--- src/rtl/pc_sequencer.sv ---
// Next-address controller for ProgramCounter: sequential/branch/jump/call/return
// selection, a small return-address stack, and a RUN/HALT/FAULT fetch-freeze FSM.
module pc_sequencer #(
    parameter int Width     = 8,
    parameter int RAS_DEPTH = 4
) (
    input  logic                         CLK,
    input  logic                         Reset,
    input  logic [Width-1:0]             PC,
    input  logic                         Stall,
    input  logic                         Branch,
    input  logic                         BranchTaken,
    input  logic [Width-1:0]             BranchOffset,
    input  logic                         Jump,
    input  logic                         Call,
    input  logic                         Ret,
    input  logic [Width-1:0]             JumpAddr,
    input  logic                         Halt,
    input  logic                         Resume,
    output logic [Width-1:0]             PCnext,
    output logic [1:0]                   State,
    output logic [$clog2(RAS_DEPTH):0]   RasCount,
    output logic                         Overflow,
    output logic                         Underflow
);
    localparam int CW = $clog2(RAS_DEPTH) + 1;
    localparam int IW = CW - 1;

    typedef enum logic [1:0] {
        RUN   = 2'b00,
        HALT  = 2'b01,
        FAULT = 2'b10
    } state_t;

    state_t            state_q;
    logic [CW-1:0]     cnt_q;
    logic              ovf_q;
    logic              unf_q;
    logic [Width-1:0]  ras_q [RAS_DEPTH];

    logic [Width-1:0]  pc_inc;
    logic [Width-1:0]  pc_d;
    logic [IW-1:0]     top_idx;
    logic [IW-1:0]     push_idx;
    logic              ras_full;
    logic              ras_empty;
    logic              do_push;
    logic              do_pop;
    logic              go_halt;
    logic              go_fault_ovf;
    logic              go_fault_unf;

    assign pc_inc    = PC + Width'(1);
    assign ras_full  = (cnt_q == CW'(RAS_DEPTH));
    assign ras_empty = (cnt_q == '0);
    // Low bits of the count address the slot; a full count wraps to index 0,
    // so subtracting one still lands on the last entry.
    assign push_idx  = cnt_q[IW-1:0];
    assign top_idx   = cnt_q[IW-1:0] - IW'(1);

    always_comb begin
        pc_d         = PC;
        do_push      = 1'b0;
        do_pop       = 1'b0;
        go_halt      = 1'b0;
        go_fault_ovf = 1'b0;
        go_fault_unf = 1'b0;
        if (state_q == RUN) begin
            if (Stall) begin
                pc_d = PC;
            end else if (Halt) begin
                go_halt = 1'b1;
            end else if (Ret) begin
                if (!ras_empty) begin
                    pc_d   = ras_q[top_idx];
                    do_pop = 1'b1;
                end else begin
                    go_fault_unf = 1'b1;
                end
            end else if (Call) begin
                if (!ras_full) begin
                    pc_d    = JumpAddr;
                    do_push = 1'b1;
                end else begin
                    go_fault_ovf = 1'b1;
                end
            end else if (Jump) begin
                pc_d = JumpAddr;
            end else if (Branch && BranchTaken) begin
                pc_d = pc_inc + BranchOffset;
            end else begin
                pc_d = pc_inc;
            end
        end
    end

    always_ff @(posedge CLK) begin
        if (Reset) begin
            state_q <= RUN;
            cnt_q   <= '0;
            ovf_q   <= 1'b0;
            unf_q   <= 1'b0;
        end else begin
            case (state_q)
                RUN: begin
                    if (go_halt) begin
                        state_q <= HALT;
                    end else if (go_fault_ovf) begin
                        state_q <= FAULT;
                        ovf_q   <= 1'b1;
                    end else if (go_fault_unf) begin
                        state_q <= FAULT;
                        unf_q   <= 1'b1;
                    end
                    if (do_push) begin
                        cnt_q <= cnt_q + CW'(1);
                    end else if (do_pop) begin
                        cnt_q <= cnt_q - CW'(1);
                    end
                end
                HALT: begin
                    if (!Halt && Resume) begin
                        state_q <= RUN;
                    end
                end
                FAULT:   state_q <= FAULT;
                default: state_q <= FAULT;
            endcase
        end
    end

    // Stack storage needs no reset: only slots below the count are ever read.
    always_ff @(posedge CLK) begin
        if (!Reset && do_push) begin
            ras_q[push_idx] <= pc_inc;
        end
    end

    assign PCnext    = pc_d;
    assign State     = state_q;
    assign RasCount  = cnt_q;
    assign Overflow  = ovf_q;
    assign Underflow = unf_q;
endmodule

--- config.mk ---
export PLATFORM = sky130hd
export DESIGN_NAME = pc_sequencer
export DESIGN_NICKNAME = d
export VERILOG_FILES = /design/src/rtl/pc_sequencer.sv
export SDC_FILE = /design/constraint.sdc
export NUM_CORES = 1
export LEC_CHECK = 0
export ABC_AREA = 1
export BUFFER_PORTS_ARGS = -buffer_cell sky130_fd_sc_hd__buf_2
export CAP_MARGIN = 40
export CELL_PAD_IN_SITES_DETAIL_PLACEMENT = 0
export CELL_PAD_IN_SITES_GLOBAL_PLACEMENT = 1
export CORE_ASPECT_RATIO = 1.1
export CORE_UTILIZATION = 40
export DETAILED_ROUTE_END_ITERATION = 10
export GPL_TIMING_DRIVEN = 0
export PLACE_DENSITY = 0.81
export SYNTH_ARGS = -nofsm -noshare
export SYNTH_HDL_FRONTEND = slang
export SYNTH_SLANG_ARGS = --single-unit
--- constraint.sdc ---
create_clock -name CLK -period 5.2 [get_ports CLK]
set_input_delay 0.26 -clock CLK [delete_from_list [all_inputs] [get_ports CLK]]
set_output_delay 0.26 -clock CLK [all_outputs]
set_load 0.05 [all_outputs]
[Word-level counts from Yosys, hierarchy flattened]
Memories as Yosys holds them, arrays and structs flattened.
Index checks and enable logic that the tools add are counted.
Operators by class
  bitwise logic cells: 2
  equality and inequality tests: 4
  $add $sub $neg: 5
  multiplexer cells: 43
  reductions and logical operators: 12
Operator list (count)
  $mux W8: 9
  $mux W1: 27
  $add A8 B1 Y8 const B: 1
  $add A8 B8 Y8: 1
  $mux W2: 4
  $mux W3: 2
  $ne A4 B4 Y1 const B: 1
  $pmux W2 S2: 1
  $reduce_and A2 Y1: 2
  $reduce_and A4 Y1: 1
  $add A3 B1 Y3 const B: 1
  $eq A3 B3 Y1 const B: 1
  $logic_and A1 B1 Y1: 3
  $logic_not A3 Y1: 1
  $reduce_and A3 Y1: 1
  $sub A3 B1 Y3 const B: 1
  $eq A2 B1 Y1 const B: 1
  $logic_not A1 Y1: 2
  $logic_not A2 Y1: 1
  $ne A2 B2 Y1 const B: 1
  $not A1 Y1: 2
  $reduce_bool A2 Y1: 1
  $sub A2 B1 Y2 const B: 1
Storage, ports and cells
  flip-flop bits (word level): 7
  input port bits: 34
  RAM bits: 32
  word-level logic and storage cells: 71
  memories: 1
  output and inout bits: 15
Memories
  ras_q: words 4, bits a word 8, rd ports 1, clocked after memory_dff 0, write ports 1, RTL line 39  | logic [Width-1:0] ras_q [RAS_DEPTH];

[Logic depth before layout (Yosys ltp)]
  depth after elaboration: 10
  depth in mapped cells: 19
  depth with buffers taken out: 19

[Worst setup path after synthesis]
Ideal clock, no wire load.
  kind: register to output
  from: register cnt_q[0], in the netlist RasCount[0]
  to: output PCnext[6]
  path buffers: 2
  path slack: 2.100 ns
  arrival time: 2.840 ns
  cell stages (with the launch flop): 11
  data required time: 4.940 ns
  cell sequence: dfxtp_1 buf_2 inv_2 buf_4 ha_1 inv_1 o21ai_0 o22ai_1 nand2_1 o211a_1 a21oi_1
Between the ends
  cells in the longest elaborated chain, start to end: 7
  elaborated cells on any way between the ends: 11
  classes of those cells: 1 x add/sub; 1 x eq/ne; 7 x mux; 1 x reduce/logical; 1 x memory
Ends and longest elaborated chain
  start, declared: RTL line 36  | logic [CW-1:0] cnt_q;
  start signal, assigned: RTL line 116  | cnt_q <= cnt_q + CW'(1);
  start signal, assigned: RTL line 118  | cnt_q <= cnt_q - CW'(1);
  $sub A2 B1 Y2: RTL line 59  | assign top_idx = cnt_q[IW-1:0] - IW'(1);
  named net top_idx[0]: RTL line 43  | logic [IW-1:0] top_idx;
  $mem_v2 Z4 W8
  $mux W8: RTL line 74  | if (!ras_empty) begin
  $mux W8: RTL line 73  | end else if (Ret) begin
  $mux W8: RTL line 71  | end else if (Halt) begin
  $mux W8: RTL line 69  | if (Stall) begin
  $mux W8: RTL line 68  | if (state_q == RUN) begin
  end, declared: RTL line 20  | output logic [Width-1:0] PCnext,
The timed path passes the listed nets, and every way through them passes these cells.

[Worst setup path after layout]
  from: register cnt_q[0], in the netlist RasCount[0]
  to: output PCnext[7]
Same word-level chain as after synthesis.

==> results.sh <==
export IMPL_status="complete, no violations"
export IMPL_antenna_left=0
export IMPL_synth_nets=360
export IMPL_synth_area_top_cells="edfxtp_1 (37%), nand2_1 (7.6%), ha_1 (6.2%)"
export IMPL_grt_pass1_wl_um=10900
export IMPL_clock_latency_ns=0.29
export IMPL_dieHeight_um=86.9
export IMPL_rows=30
export IMPL_grt_util_all_layers=0.211
export IMPL_portBuffers=47
export IMPL_end_kind="primary output"
export IMPL_crit_type="flip-flop to primary output"
export IMPL_ctsResizeCount=0
export IMPL_post_cts_buffers=0
export IMPL_synthXorXnorAreaFrac=0.0234
export IMPL_nFillCells=652
export IMPL_ctsHtreeMaxLevel=2
export IMPL_drt_iter0_drc=111
export IMPL_stdcell_count=447
export IMPL_cts_tree="built"
export IMPL_highest_signal_layer="met4"
export IMPL_area_delta_synth_final_pct=17.2
export IMPL_cp_endpoint="PCnext[7]"
export IMPL_routed_wl_met2_um=3350
export IMPL_grt_overflow=0
export IMPL_min_period_ns=3.20
export IMPL_synth_cell_types=44
export IMPL_dr_pass1_iters=4
export IMPL_seq_area_frac_synth=0.420
export IMPL_gp_congestion=0.844
export IMPL_cts_buffers=5
export IMPL_cts_root_buf="clkbuf_8"
export IMPL_clock_sinks=39
export IMPL_placed_cells=439
export IMPL_hpwl_um=5240
export IMPL_routedWlPerCell_um=15.0
export IMPL_fin_skew_ns=0.00408
export IMPL_synth_compound_area_frac=0.183
export IMPL_layout_common_cells="nand2_1 (53), buf_2 (51), nor2_1 (37)"
export IMPL_clk_pin_slew_ns=0.07
export IMPL_ys_ff_latch=39
export IMPL_arrival_ns=2.94
export IMPL_maxSlewHeadroom=0.475
export IMPL_setup_violations=0
export IMPL_p_leak_uw=0.00133
export IMPL_antenna_cells=0
export IMPL_ys_warnings_count=0
export IMPL_critPathRequiredTime_ns=4.94
export IMPL_antenna_found_initial=0
export IMPL_synth_fa_ha_area_frac=0.0774
export IMPL_peakVddDrop_mv=0.111
export IMPL_synthSimpleGateAreaFrac=0.230
export IMPL_rsz0062_at_grt="false"
export IMPL_grt_pass1_vias=2266
export IMPL_drv_slew=0
export IMPL_die_area_um2=6870
export IMPL_synth_top_family_by_area="simple AND/OR/NAND/NOR gates"
export IMPL_io_pin_count=49
export IMPL_r2r_end="ras_q[0][0]$_DFFE_PP_"
export IMPL_critPathMaxStageDelay_ns=0.45
export IMPL_crit_chain="buf_2 > inv_2 > buf_4 > ha_1 > inv_1 > o21ai_0 > o22ai_1 > nand2_1 > o211ai_1 > inv_1 > a21oi_2 > buf_2"
export IMPL_power_density_nw_per_um2=258
export IMPL_max_freq_ghz=0.312
export IMPL_post_route_period_util=0.616
export IMPL_p_total_uw=790
export IMPL_final_hold_viol_count=0
export IMPL_drc=0
export IMPL_cts_buffer_depth=2
export IMPL_cts_hold_buffers=0
export IMPL_r2r_setup_slack_ns=2.02
export IMPL_tightest_slew_ns=0.785
export IMPL_min_path_type="input port to flip-flop"
export IMPL_synthMuxAreaShare=0
export IMPL_mostFrequentLayoutCell="nand2_1"
export IMPL_drive_above_1_share=0.251
export IMPL_path_max_fanout=11
export IMPL_netlist_area_leader_share=0.367
export IMPL_setup_tns_ns=0
export IMPL_via_count=2331
export IMPL_cp_start_kind="flip-flop"
export IMPL_wl_met1_um=2910
export IMPL_grt_max_degree=13
export IMPL_wl_met3_um=257
export IMPL_die_x_um=79.1
export IMPL_yosys_area_top_type="edfxtp_1"
export IMPL_postRouteWirelength_um=6700
export IMPL_worstRegToRegCells=10
export IMPL_core_region_area_um2=6230
export IMPL_r2r_start="RasCount[0]$_SDFFE_PP0P_"
export IMPL_nets=415
export IMPL_maxCapViolations=0
export IMPL_cp_slowest_cell="dfxtp_1"
export IMPL_avgSynthCellArea_um2=8.42
export IMPL_final_util=0.493
export IMPL_worstSetupStartpoint="RasCount[0]$_SDFFE_PP0P_"
export IMPL_synthCells=311
export IMPL_mappedNetlistArea_um2=2620
export IMPL_via_per_inst=5.21
export IMPL_start_util=0.420
-- area by class of cell --
type / instances / area [um^2] / share of cell area
repair buffers: 48 / 243 / 0.0791
clock inverters: 3 / 38.8 / 0.0126
well taps: 80 / 100 / 0.0326
plain buffers: 6 / 31.3 / 0.0102
multi-input cells: 229 / 1350 / 0.438
inverters: 37 / 141 / 0.0461
clock buffers: 5 / 68.8 / 0.0224
flip-flops and latches: 39 / 1100 / 0.359
-- cell families (layout without fill, tap and decap cells) --
kind of cell	count (synthesis)	after routing
AOI/OAI and AO/OA	79	79
xor gates and xnor gates	7	7
adders and majority gates	15	15
buffers and inverters	43	99
DFF	39	39
and+or+nand+nor	128	128
-- cell usage after synthesis, drive strengths merged --
cell type	number
o31ai	2
a221oi	2
nand4	1
a22o	2
xnor2	2
nor2	45
o211a	1
clkinv	2
inv	35
edfxtp	32
nor3	3
a22oi	1
o21bai	3
a21oi	18
dfxtp	7
a31oi	2
and3	1
buf	5
nand2	59
clkbuf	1
nand3	16
ha	13
xor2	5
o22ai	9
a211oi	3
o2111ai	1
fa	2
o211ai	1
o21ai	30
or2	3
a21boi	4
-- layer usage --
layer,vias up,track usage
li1,1177,-
met1,1084,0.262
met2,59,0.373
met3,11,0.0262
met4,0,0.0810
met5,-,0
-- critical path: cells and delay by family, from the launching register on --
kind,cells,cell delay [ns]
buffers and inverters,6,1.12
AO/OA/AOI/OAI,4,0.57
flip-flops,1,0.45
adder cells (fa/ha/maj),1,0.41
AND/OR/NAND/NOR,1,0.08
-- registers in the layout, indices dropped and copies added, names as in the netlist --
| register | cells |
|---|---|
| ras_q | 32 |
| RasCount | 3 |
| State | 2 |
| Overflow | 1 |
| Underflow | 1 |
-- report_power, final --
part / internal (uW) / switching [uW]
Clock: 140 / 103
Sequential: 343 / 3.17
Combinational: 64.1 / 137
Total: 547 / 243
-- worst min-delay path by stage --
stage	start	end	cells after the start
global placement	Overflow$_SDFFE_PP0P_	Overflow$_SDFFE_PP0P_	2
floorplan	Halt	State[0]$_SDFFE_PP0P_	2
detailed placement	Overflow$_SDFFE_PP0P_	Overflow$_SDFFE_PP0P_	2
CTS	Halt	State[0]$_SDFFE_PP0P_	3
finish	Halt	State[0]$_SDFFE_PP0P_	3
global route	Halt	State[0]$_SDFFE_PP0P_	3
-- stage by stage --
stage	hold slack (ns)	instance area, um^2	setup WS [ns]
finish	0.238	3070	2.00
CTS	0.238	3070	1.93
global placement	0.438	2950	2.03
global route	0.264	3070	1.74
floorplan	0.417	2620	2.10
detailed placement	0.447	2960	2.00
(Power assumes the default switching activity.)
